<file path="src/rtl/rtc_pkg.sv">
// rtc_pkg: shared mode encoding, field limits, key indices and BCD helper for the HH:MM set-clock.
package rtc_pkg;
  typedef enum logic [1:0] {RUN = 2'd0, SET_HR = 2'd1, SET_MIN = 2'd2} mode_t;
  localparam int HOURS_MAX = 23;
  localparam int MINUTES_MAX = 59;
  localparam int SECONDS_MAX = 59;
  localparam int KEY_MODE = 0;
  localparam int KEY_INC = 1;
  localparam int KEY_DEC = 2;
  function automatic logic [7:0] to_bcd(input logic [5:0] v);
    logic [3:0] t;
    t = (v >= 6'd60) ? 4'd6 : (v >= 6'd50) ? 4'd5 : (v >= 6'd40) ? 4'd4 :
        (v >= 6'd30) ? 4'd3 : (v >= 6'd20) ? 4'd2 : (v >= 6'd10) ? 4'd1 : 4'd0;
    return {t, 4'(v - {2'b00, t} * 6'd10)};
  endfunction
endpackage

</file>
<file path="src/rtl/mod_counter.sv">
// mod_counter: modulo-(MAX+1) up/down counter with clear/load and a wrap strobe on MAX->0 increments.
module mod_counter #(
  parameter int MAX = 59,
  parameter int W = 6,
  parameter int RST = 0
) (
  input  logic         clk,
  input  logic         reset_n,
  input  logic         i_inc,
  input  logic         i_dec,
  input  logic         i_clear,
  input  logic         i_load,
  input  logic [W-1:0] i_load_val,
  output logic [W-1:0] o_count,
  output logic         o_wrap
);
  logic [W-1:0] r_count;
  logic         w_at_max;
  assign w_at_max = r_count == W'(MAX);
  assign o_wrap = i_inc && !i_dec && !i_clear && !i_load && w_at_max;
  assign o_count = r_count;
  always_ff @(posedge clk or negedge reset_n) begin
    if (!reset_n) r_count <= W'(RST);
    else if (i_clear) r_count <= '0;
    else if (i_load) r_count <= i_load_val;
    else if (i_inc && !i_dec) r_count <= w_at_max ? '0 : r_count + 1'b1;
    else if (i_dec && !i_inc) r_count <= (r_count == '0) ? W'(MAX) : r_count - 1'b1;
  end
endmodule

</file>
<file path="src/rtl/rtc_hhmm_setclock.sv">
// rtc_hhmm_setclock: 24-hour HH:MM:SS clock with RUN/SET_HR/SET_MIN key FSM, blink mask and BCD output.
// Optional alarm comparator enabled by defining RTC_ALARM_EN.
module rtc_hhmm_setclock
  import rtc_pkg::*;
#(
  parameter int TICKS_PER_SEC = 50_000_000,
  parameter int BLINK_TICKS = 25_000_000,
  parameter int RESET_HOURS = 0,
  parameter int RESET_MINUTES = 0,
  parameter int H12 = 0
) (
  input  logic        clk,
  input  logic        reset_n,
  input  logic [2:0]  key_n,
  output logic [4:0]  hours,
  output logic [5:0]  minutes,
  output logic [5:0]  seconds,
  output logic [15:0] digits,
  output logic [3:0]  blank,
  output logic        pm,
`ifdef RTC_ALARM_EN
  input  logic [4:0]  alarm_hours,
  input  logic [5:0]  alarm_minutes,
  input  logic        alarm_en,
  output logic        alarm,
`endif
  output logic [1:0]  mode
);
  localparam int PW = $clog2(TICKS_PER_SEC);
  localparam int BW = (BLINK_TICKS > 1) ? $clog2(BLINK_TICKS) : 1;
  logic [2:0]    r_key, r_press;
  mode_t         r_mode;
  logic [PW-1:0] r_presc;
  logic [BW-1:0] r_blink;
  logic          r_phase;
  logic          w_mode_ev, w_inc, w_dec, w_run, w_hold, w_tick, w_sec_wrap, w_min_wrap;
  logic [4:0]    w_hr12, w_disp_hr;
`ifdef RTC_ALARM_EN
  logic          w_hr_wrap;
`else
  logic          w_hr_wrap_unused;
`endif
  // A mode press swallows any inc/dec arriving in the same cycle
  assign w_mode_ev = r_press[KEY_MODE];
  assign w_inc = r_press[KEY_INC] && !r_press[KEY_DEC] && !w_mode_ev;
  assign w_dec = r_press[KEY_DEC] && !r_press[KEY_INC] && !w_mode_ev;
  assign w_run = r_mode == RUN;
  assign w_hold = !w_run || w_mode_ev;
  assign w_tick = !w_hold && r_presc == PW'(TICKS_PER_SEC - 1);
  always_ff @(posedge clk or negedge reset_n) begin
    if (!reset_n) begin
      r_key <= 3'b111;
      r_press <= 3'b000;
      r_mode <= RUN;
      r_presc <= '0;
    end else begin
      r_key <= key_n;
      r_press <= r_key & ~key_n;
      if (w_mode_ev) r_mode <= (r_mode == RUN) ? SET_HR : (r_mode == SET_HR) ? SET_MIN : RUN;
      r_presc <= (w_hold || r_presc == PW'(TICKS_PER_SEC - 1)) ? '0 : r_presc + 1'b1;
    end
  end
  mod_counter #(.MAX(SECONDS_MAX), .W(6), .RST(0)) u_sec (
    .clk(clk), .reset_n(reset_n), .i_inc(w_tick), .i_dec(1'b0), .i_clear(w_hold),
    .i_load(1'b0), .i_load_val(6'd0), .o_count(seconds), .o_wrap(w_sec_wrap)
  );
  mod_counter #(.MAX(MINUTES_MAX), .W(6), .RST(RESET_MINUTES)) u_min (
    .clk(clk), .reset_n(reset_n), .i_inc(w_sec_wrap || (r_mode == SET_MIN && w_inc)),
    .i_dec(r_mode == SET_MIN && w_dec), .i_clear(1'b0), .i_load(1'b0), .i_load_val(6'd0),
    .o_count(minutes), .o_wrap(w_min_wrap)
  );
  // Minute wraps only carry into hours while running; set-mode wraps stay local
  mod_counter #(.MAX(HOURS_MAX), .W(5), .RST(RESET_HOURS)) u_hr (
    .clk(clk), .reset_n(reset_n), .i_inc((w_run && w_min_wrap) || (r_mode == SET_HR && w_inc)),
    .i_dec(r_mode == SET_HR && w_dec), .i_clear(1'b0), .i_load(1'b0), .i_load_val(5'd0),
    .o_count(hours),
`ifdef RTC_ALARM_EN
    .o_wrap(w_hr_wrap)
`else
    .o_wrap(w_hr_wrap_unused)
`endif
  );
  always_ff @(posedge clk or negedge reset_n) begin
    if (!reset_n) begin
      r_blink <= '0;
      r_phase <= 1'b1;
    end else if (w_mode_ev || (!w_run && (r_press[KEY_INC] || r_press[KEY_DEC]))) begin
      r_blink <= '0;
      r_phase <= 1'b1;
    end else if (r_blink == BW'(BLINK_TICKS - 1)) begin
      r_blink <= '0;
      r_phase <= ~r_phase;
    end else begin
      r_blink <= r_blink + 1'b1;
    end
  end
  assign blank = r_phase ? 4'b0000 : (r_mode == SET_HR) ? 4'b1100 :
                 (r_mode == SET_MIN) ? 4'b0011 : 4'b0000;
  assign mode = r_mode;
  assign w_hr12 = (hours >= 5'd12) ? hours - 5'd12 : hours;
  assign w_disp_hr = (H12 == 0) ? hours : (w_hr12 == 5'd0) ? 5'd12 : w_hr12;
  assign digits = {to_bcd({1'b0, w_disp_hr}), to_bcd(minutes)};
  assign pm = (H12 != 0) && (hours >= 5'd12);
`ifdef RTC_ALARM_EN
  logic       r_alarm;
  logic [5:0] w_nxt_min;
  logic [4:0] w_nxt_hr;
  // Compare against the time the current tick is about to produce
  assign w_nxt_min = w_min_wrap ? 6'd0 : minutes + 1'b1;
  assign w_nxt_hr = w_hr_wrap ? 5'd0 : w_min_wrap ? hours + 1'b1 : hours;
  always_ff @(posedge clk or negedge reset_n) begin
    if (!reset_n) r_alarm <= 1'b0;
    else if (!alarm_en || |r_press) r_alarm <= 1'b0;
    else if (w_sec_wrap && w_nxt_hr == alarm_hours && w_nxt_min == alarm_minutes) r_alarm <= 1'b1;
  end
  assign alarm = r_alarm;
`endif
endmodule

</file>
<file path="config.mk">
export PLATFORM = sky130hd
export DESIGN_NAME = rtc_hhmm_setclock
export DESIGN_NICKNAME = d
export VERILOG_FILES = /design/src/rtl/rtc_pkg.sv /design/src/rtl/mod_counter.sv /design/src/rtl/rtc_hhmm_setclock.sv
export SDC_FILE = /design/constraint.sdc
export NUM_CORES = 1
export LEC_CHECK = 0
export BUFFER_PORTS_ARGS = -buffer_cell sky130_fd_sc_hd__buf_2
export CELL_PAD_IN_SITES_DETAIL_PLACEMENT = 1
export CELL_PAD_IN_SITES_GLOBAL_PLACEMENT = 1
export CORE_ASPECT_RATIO = 0.6
export CORE_MARGIN = 2
export CORE_UTILIZATION = 46
export CTS_CLUSTER_DIAMETER = 150
export CTS_CLUSTER_SIZE = 24
export DETAILED_ROUTE_END_ITERATION = 12
export PLACE_DENSITY_LB_ADDON = 0.25
export SYNTH_ARGS = -nofsm -noshare
export SYNTH_HDL_FRONTEND = slang
export SYNTH_SLANG_ARGS = --single-unit
export TNS_END_PERCENT = 30
</file>
<file path="constraint.sdc">
create_clock -name clk -period 4.1 [get_ports clk]
set_clock_uncertainty 0.15 [all_clocks]
set_input_delay 0.615 -clock clk [delete_from_list [all_inputs] [get_ports clk]]
set_output_delay 0.615 -clock clk [all_outputs]
set_load 0.005 [all_outputs]
</file>
* Yosys cells after proc, flatten, opt, wreduce, memory -nomap -nowiden *
Index checks and enable logic that the tools add are counted.

cells by class
  $mul = 2
  reductions and logical operators = 40
  $lt $le $gt $ge = 12
  $add $sub $neg = 9
  bitwise gates (word level) = 3
  eq/ne operators = 7
  muxes and demuxes = 33

operators with widths
  operator                                             count
  2-to-1 mux 25 bit                                    2
  2-to-1 mux 6 bit                                     7
  adder 26 x 1 -> 26 bit, second input constant        1
  == test 26 bit, second input constant                1
  2-to-1 mux 26 bit                                    1
  adder 25 x 1 -> 25 bit, second input constant        1
  == test 25 bit, second input constant                1
  2-to-1 mux 5 bit                                     4
  >= comparator 5 x 6 -> 1 bit, second input constant  3
  >= comparator 6 bit, second input constant           3
  logical AND 1 bit                                    18
  2-to-1 mux 3 bit                                     6
  2-to-1 mux 2 bit                                     7
  adder 6 x 1 -> 6 bit, second input constant          2
  == test 6 bit, second input constant                 2
  >= comparator 6 x 5 -> 1 bit, second input constant  2
  >= comparator 5 bit, second input constant           2
  logical NOT 1 bit                                    9
  2-to-1 mux 4 bit                                     2
  nonzero test 2 bit                                   4
  subtractor 4 bit                                     2
  >= comparator 6 x 4 -> 1 bit, second input constant  1
  logical NOT 6 bit                                    1
  logical OR 1 bit                                     6
  14 further kinds                                     18

word-level totals
  logic and storage cells = 115
  bits of input ports = 5
  flip-flop bits (word level) = 77
  output and inout port bits = 40

* Logic depth before layout (Yosys ltp) *
  word-level depth = 16
  mapped depth = 15
  mapped depth without buffers = 14

* Modules after synthesis *
Synthesis repeated with hierarchy kept, for this count alone.

second synthesis, totals
  cell total of the unflattened synthesis = 574
  area, all modules = 5,158.7 µm²

by module, submodules not included
  module                    area each (µm²)  cells an instance  sequential area each (µm²)  instances
  rtc_hhmm_setclock         3,409.5          368                1,506.4                     1
  mod_counter at u_min ...  635.6            74                 150.1                       2
  mod_counter at u_hr       478.0            58                 125.1                       1

* Worst setup path after synthesis *
Ideal clock, no wire load.

  path kind = register -> register
  start = reg r_presc[7]
  end = reg u_hr.r_count[3] (netlist: u_hr.o_count[3])
  data required time = 3.829 ns
  buffers on the path = 2
  period minus slack after synthesis = 3.635 ns
  setup slack = 0.465 ns
  cell stages (with the launch flop) = 14
  data arrival time = 3.364 ns
  library setup time = 0.121 ns
  cells stage by stage = dfrtp_1 nor4b_1 nand4_1 or4_1 a211oi_1 ha_1 clkbuf_1 nand3_1 a2bb2oi_1 nor2_1 ha_1 clkbuf_1 a21o_1 a22o_1

on the way
  longest elaborated chain between the ends = 12
  elaborated cells between the ends (all ways) = 14
  classes of those cells = eq/ne: 1; mux: 1; reduce/logical: 12

RTL lines
  what                                line                     source
  start: declaration                  rtc_hhmm_setclock.sv:33  logic [PW-1:0] r_presc;
  start signal: assignment            rtc_hhmm_setclock.sv:60  r_presc <= (w_hold || r_presc == PW'(TICKS_PER_SEC - 1)) ? '0 : r_presc + 1'b1;
  == test 26 bit (*)                  rtc_hhmm_setclock.sv:49  assign w_tick = !w_hold && r_presc == PW'(TICKS_PER_SEC - 1);
  logical AND 1 bit (*)               rtc_hhmm_setclock.sv:49
  logical AND 1 bit (*) (2 in a row)  mod_counter.sv:20        assign o_wrap = i_inc && !i_dec && !i_clear && !i_load && w_at_max;
  logical OR 1 bit (*)                rtc_hhmm_setclock.sv:68  .clk(clk), .reset_n(reset_n), .i_inc(w_sec_wrap || (r_mode == SET_MIN && w_inc)),
  logical AND 1 bit (*) (2 in a row)  mod_counter.sv:20
  logical AND 1 bit (*)               rtc_hhmm_setclock.sv:74  .clk(clk), .reset_n(reset_n), .i_inc((w_run && w_min_wrap) || (r_mode == SET_HR && w_inc)),
  logical OR 1 bit (*)                rtc_hhmm_setclock.sv:74
  logical NOT 1 bit                   mod_counter.sv:27        else if (i_dec && !i_inc) r_count <= (r_count == '0) ? W'(MAX) : r_count - 1'b1;
  logical AND 1 bit                   mod_counter.sv:27
  nonzero test 2 bit (no line)        -
  end signal: assignment              mod_counter.sv:25        else if (i_load) r_count <= i_load_val;
  end signal: assignment              mod_counter.sv:26        else if (i_inc && !i_dec) r_count <= w_at_max ? '0 : r_count + 1'b1;
  end signal: assignment              mod_counter.sv:27
  end: declaration                    mod_counter.sv:17        logic [W-1:0] r_count;

Every way passes the cells marked *; elsewhere a longest branch is shown, timed or not.
A chain may end at the register's enable or synchronous reset.

* Final worst setup path *
  start = reg r_presc[8]
  end = reg u_hr.r_count[1] (netlist: u_hr.o_count[1])

The elaborated chain is that of the path after synthesis.

==> results.json <==
{
  "post_drt_wl_per_cell_um": 17.2,
  "final_cell_mix": "73 x dfrtp_1, 39 x nor2_1, 39 x buf_2, 37 x a21oi_1, 33 x o21ai_0",
  "final_common_cell": "dfrtp_1",
  "cp-startpoint": "r_presc[8]$_DFF_PN0_",
  "syn2layout_area_growth_pct": 12.8,
  "grt_pass1_vias": 3814,
  "finalCritPeriodShare_pct": 94.6,
  "synth_edf_count": 0,
  "seq_area_frac_synth_pct": 42.4,
  "clockBufferDepth": 2,
  "dpl.hpwl_um": 7770,
  "syn_area_per_cell_um2": 9.12,
  "cts_hold_buf": 0,
  "antenna_found_initial": 0,
  "synthCells": 500,
  "ant_nets": 0,
  "endpoint": "u_hr.o_count[1]$_DFFE_PN0P_",
  "path_class": "flip-flop to flip-flop",
  "fin_hold_ws_ps": 234,
  "die_y_um": 81.1,
  "r2r_cells": 13,
  "die_w_um": 133,
  "nNetsFinal": 546,
  "gr-total-overflow": 0,
  "initial_core_util_pct": 46.8,
  "drv_slew": 0,
  "regToRegSetupSlack_ps": 220,
  "drt-pass1-iter-count": 4,
  "timing.rr.start": "r_presc[8]$_DFF_PN0_",
  "grt_pass1_wl_um": 19100,
  "cap_violations": 0,
  "drc": 0,
  "ys_warn_count": 0,
  "h-tree-depth": 3,
  "powerDensity_nw_per_um2": 533,
  "grt_usage_pct": 22.0,
  "syn_area_um2": 4560,
  "dpl-instance-area_um2": 4790,
  "wl_um": 11500,
  "cts.clk_slew.worst_paths_ps": 60,
  "timing.final.crit_period_ps": 3880,
  "ys_types": 63,
  "grt_max_degree": 78,
  "floorplan.rows": 28,
  "die-area_um2": 10800,
  "fin_ws_ps": 220,
  "drive_above_1_share_pct": 16.3,
  "cts_root_buffer": "clkbuf_16",
  "drtIter0Drc": 202,
  "fill_cells": 1151,
  "diodes": 0,
  "synth-seq-cells": 77,
  "relSlewSlack_pct": 26.4,
  "p_leak_uw": 0.00209,
  "design_area_um2": 5140,
  "endpoint_kind": "flip-flop",
  "cp.arrival_ps": 3950,
  "synthFlopType": "dfrtp_1",
  "cts_buffers": 9,
  "pre_cts_ws_ps": 288,
  "status": "finished clean",
  "crit_fanout": 8,
  "place_congestion": 0.809,
  "regToRegEndpoint": "u_hr.o_count[1]$_DFFE_PN0P_",
  "clock_sinks": 77,
  "multi_input_area_um2": 2370,
  "portBuffers": 40,
  "seq_area_um2": 1930,
  "worst-slew-pin-transition_ps": 1100,
  "crit_required_ps": 4170,
  "finalHoldViolCount": 0,
  "setup_violations": 0,
  "coreArea_um2": 9740,
  "start_kind": "flip-flop",
  "synthArstFlopShare_pct": 100,
  "hp-class": "primary input to flip-flop",
  "via_count": 3902,
  "via_per_inst": 5.84,
  "clk_latency_ps": 340,
  "ir_drop_mv": 0.286,
  "clock.fmax_ghz": 0.258,
  "tritoncts": "yes",
  "io_pins": 45
}
how the worst min path moves through the flow:
stage,from,endpoint,slack [ps],cells after the start
floorplan,reset_n,mode[0]$_DFFE_PN0P_,170,0
finish,key_n[1],r_key[1]$_DFF_PN1_,230,1
detailed placement,r_key[0]$_DFF_PN1_,r_press[0]$_DFF_PN0_,350,1
global route,key_n[1],r_key[1]$_DFF_PN1_,220,1
global placement,r_presc[0]$_DFF_PN0_,r_presc[0]$_DFF_PN0_,320,1
CTS,key_n[1],r_key[1]$_DFF_PN1_,220,1
routing by layer:
metal | part of all wire (%) | global-route usage [%] | wire [µm] | up-vias
met5 | 0 | 0 | 0 | -
met4 | 0.68 | 5.81 | 78 | 0
met3 | 2.5 | 4.74 | 288 | 8
met2 | 46 | 34.2 | 5340 | 38
met1 | 50 | 31.4 | 5810 | 1996
li1 | - | - | - | 1860
sequential cells by signal, indices dropped and copies added (netlist names):
name / flops
u_sec.o_count: 6
r_press: 3
r_key: 3
u_min.o_count: 6
u_hr.o_count: 5
r_blink: 25
r_phase: 1
r_presc: 26
mode: 2
area by class of cell:
type	count	share of cell area [%]
multi-input cells	368	46.1
flip-flops and latches	77	37.6
clock buffers	13	5.06
repair buffers	46	4.82
well taps	135	3.28
inverters	26	1.90
clock inverters	3	1.31
synthesized netlist by cell type, drive strengths merged (6+ instances only):
library cell,n,area share [%]
buf,15,2.5
o21ai,35,3.9
xnor2,18,3.5
a21oi,39,4.4
ha,11,3.0
clkbuf,17,1.4
nor4,6,0.82
o31ai,14,2.3
nor2,39,3.2
nand4,15,2.5
dfrtp,73,40
inv,26,2.1
nor2b,11,1.5
nand2,29,2.4
nand3,23,2.5
xor2,11,2.1
or4,19,3.5
or3,19,2.6
nor3,11,1.2
cells by family (layout without fill, tap and decap cells):
logic type               count (synthesis)  in the layout  synth area share (%)
other                                    1              4                0.0822
buffers and inverters                   58             88                  6.04
XOR/XNOR                                29             29                  5.57
AO/OA/AOI/OAI                          119            119                  16.4
flip-flops                              77             77                  42.4
adder cells (fa/ha/maj)                 13             13                  3.90
multiplexers                             2              2                 0.467
AND/OR/NAND/NOR                        201            201                  25.2
power breakdown:
part / switching, µW / internal [µW]
clock network: 308 / 567
logic: 446 / 390
registers: 195 / 835
metrics by stage:
step | cells | setup TNS (ps) | power (µW) | util [%]
floorplan | 503 | 0 | 1550 | -
global placement | 649 | 0 | 1820 | 49.2
detailed placement | 649 | 0 | 1870 | 49.2
CTS | 665 | 0 | 2760 | 52.5
global route | 668 | -20.0 | 2930 | 52.8
finish | 668 | 0 | 2740 | 52.8
timing repair:
action	in CTS	in global routing
endpoints found under the hold margin	0	0
setup buffers	0	3
setup endpoints to repair	0	1
gates resized for setup	0	1
worst max-delay path: stages, from the launching register on:
cell and delay, ps:
dfrtp_1 430, nor4_1 430, nand4_1 320, or4_1 600, a211oi_1 270, ha_1 220
nand3_1 120, a2bb2oi_1 150, nor2_1 120, ha_1 290, inv_1 180, o21ai_0 130
o31ai_1 100, mux2_2 270
Note: power is estimated with default switching activity, not from simulation.
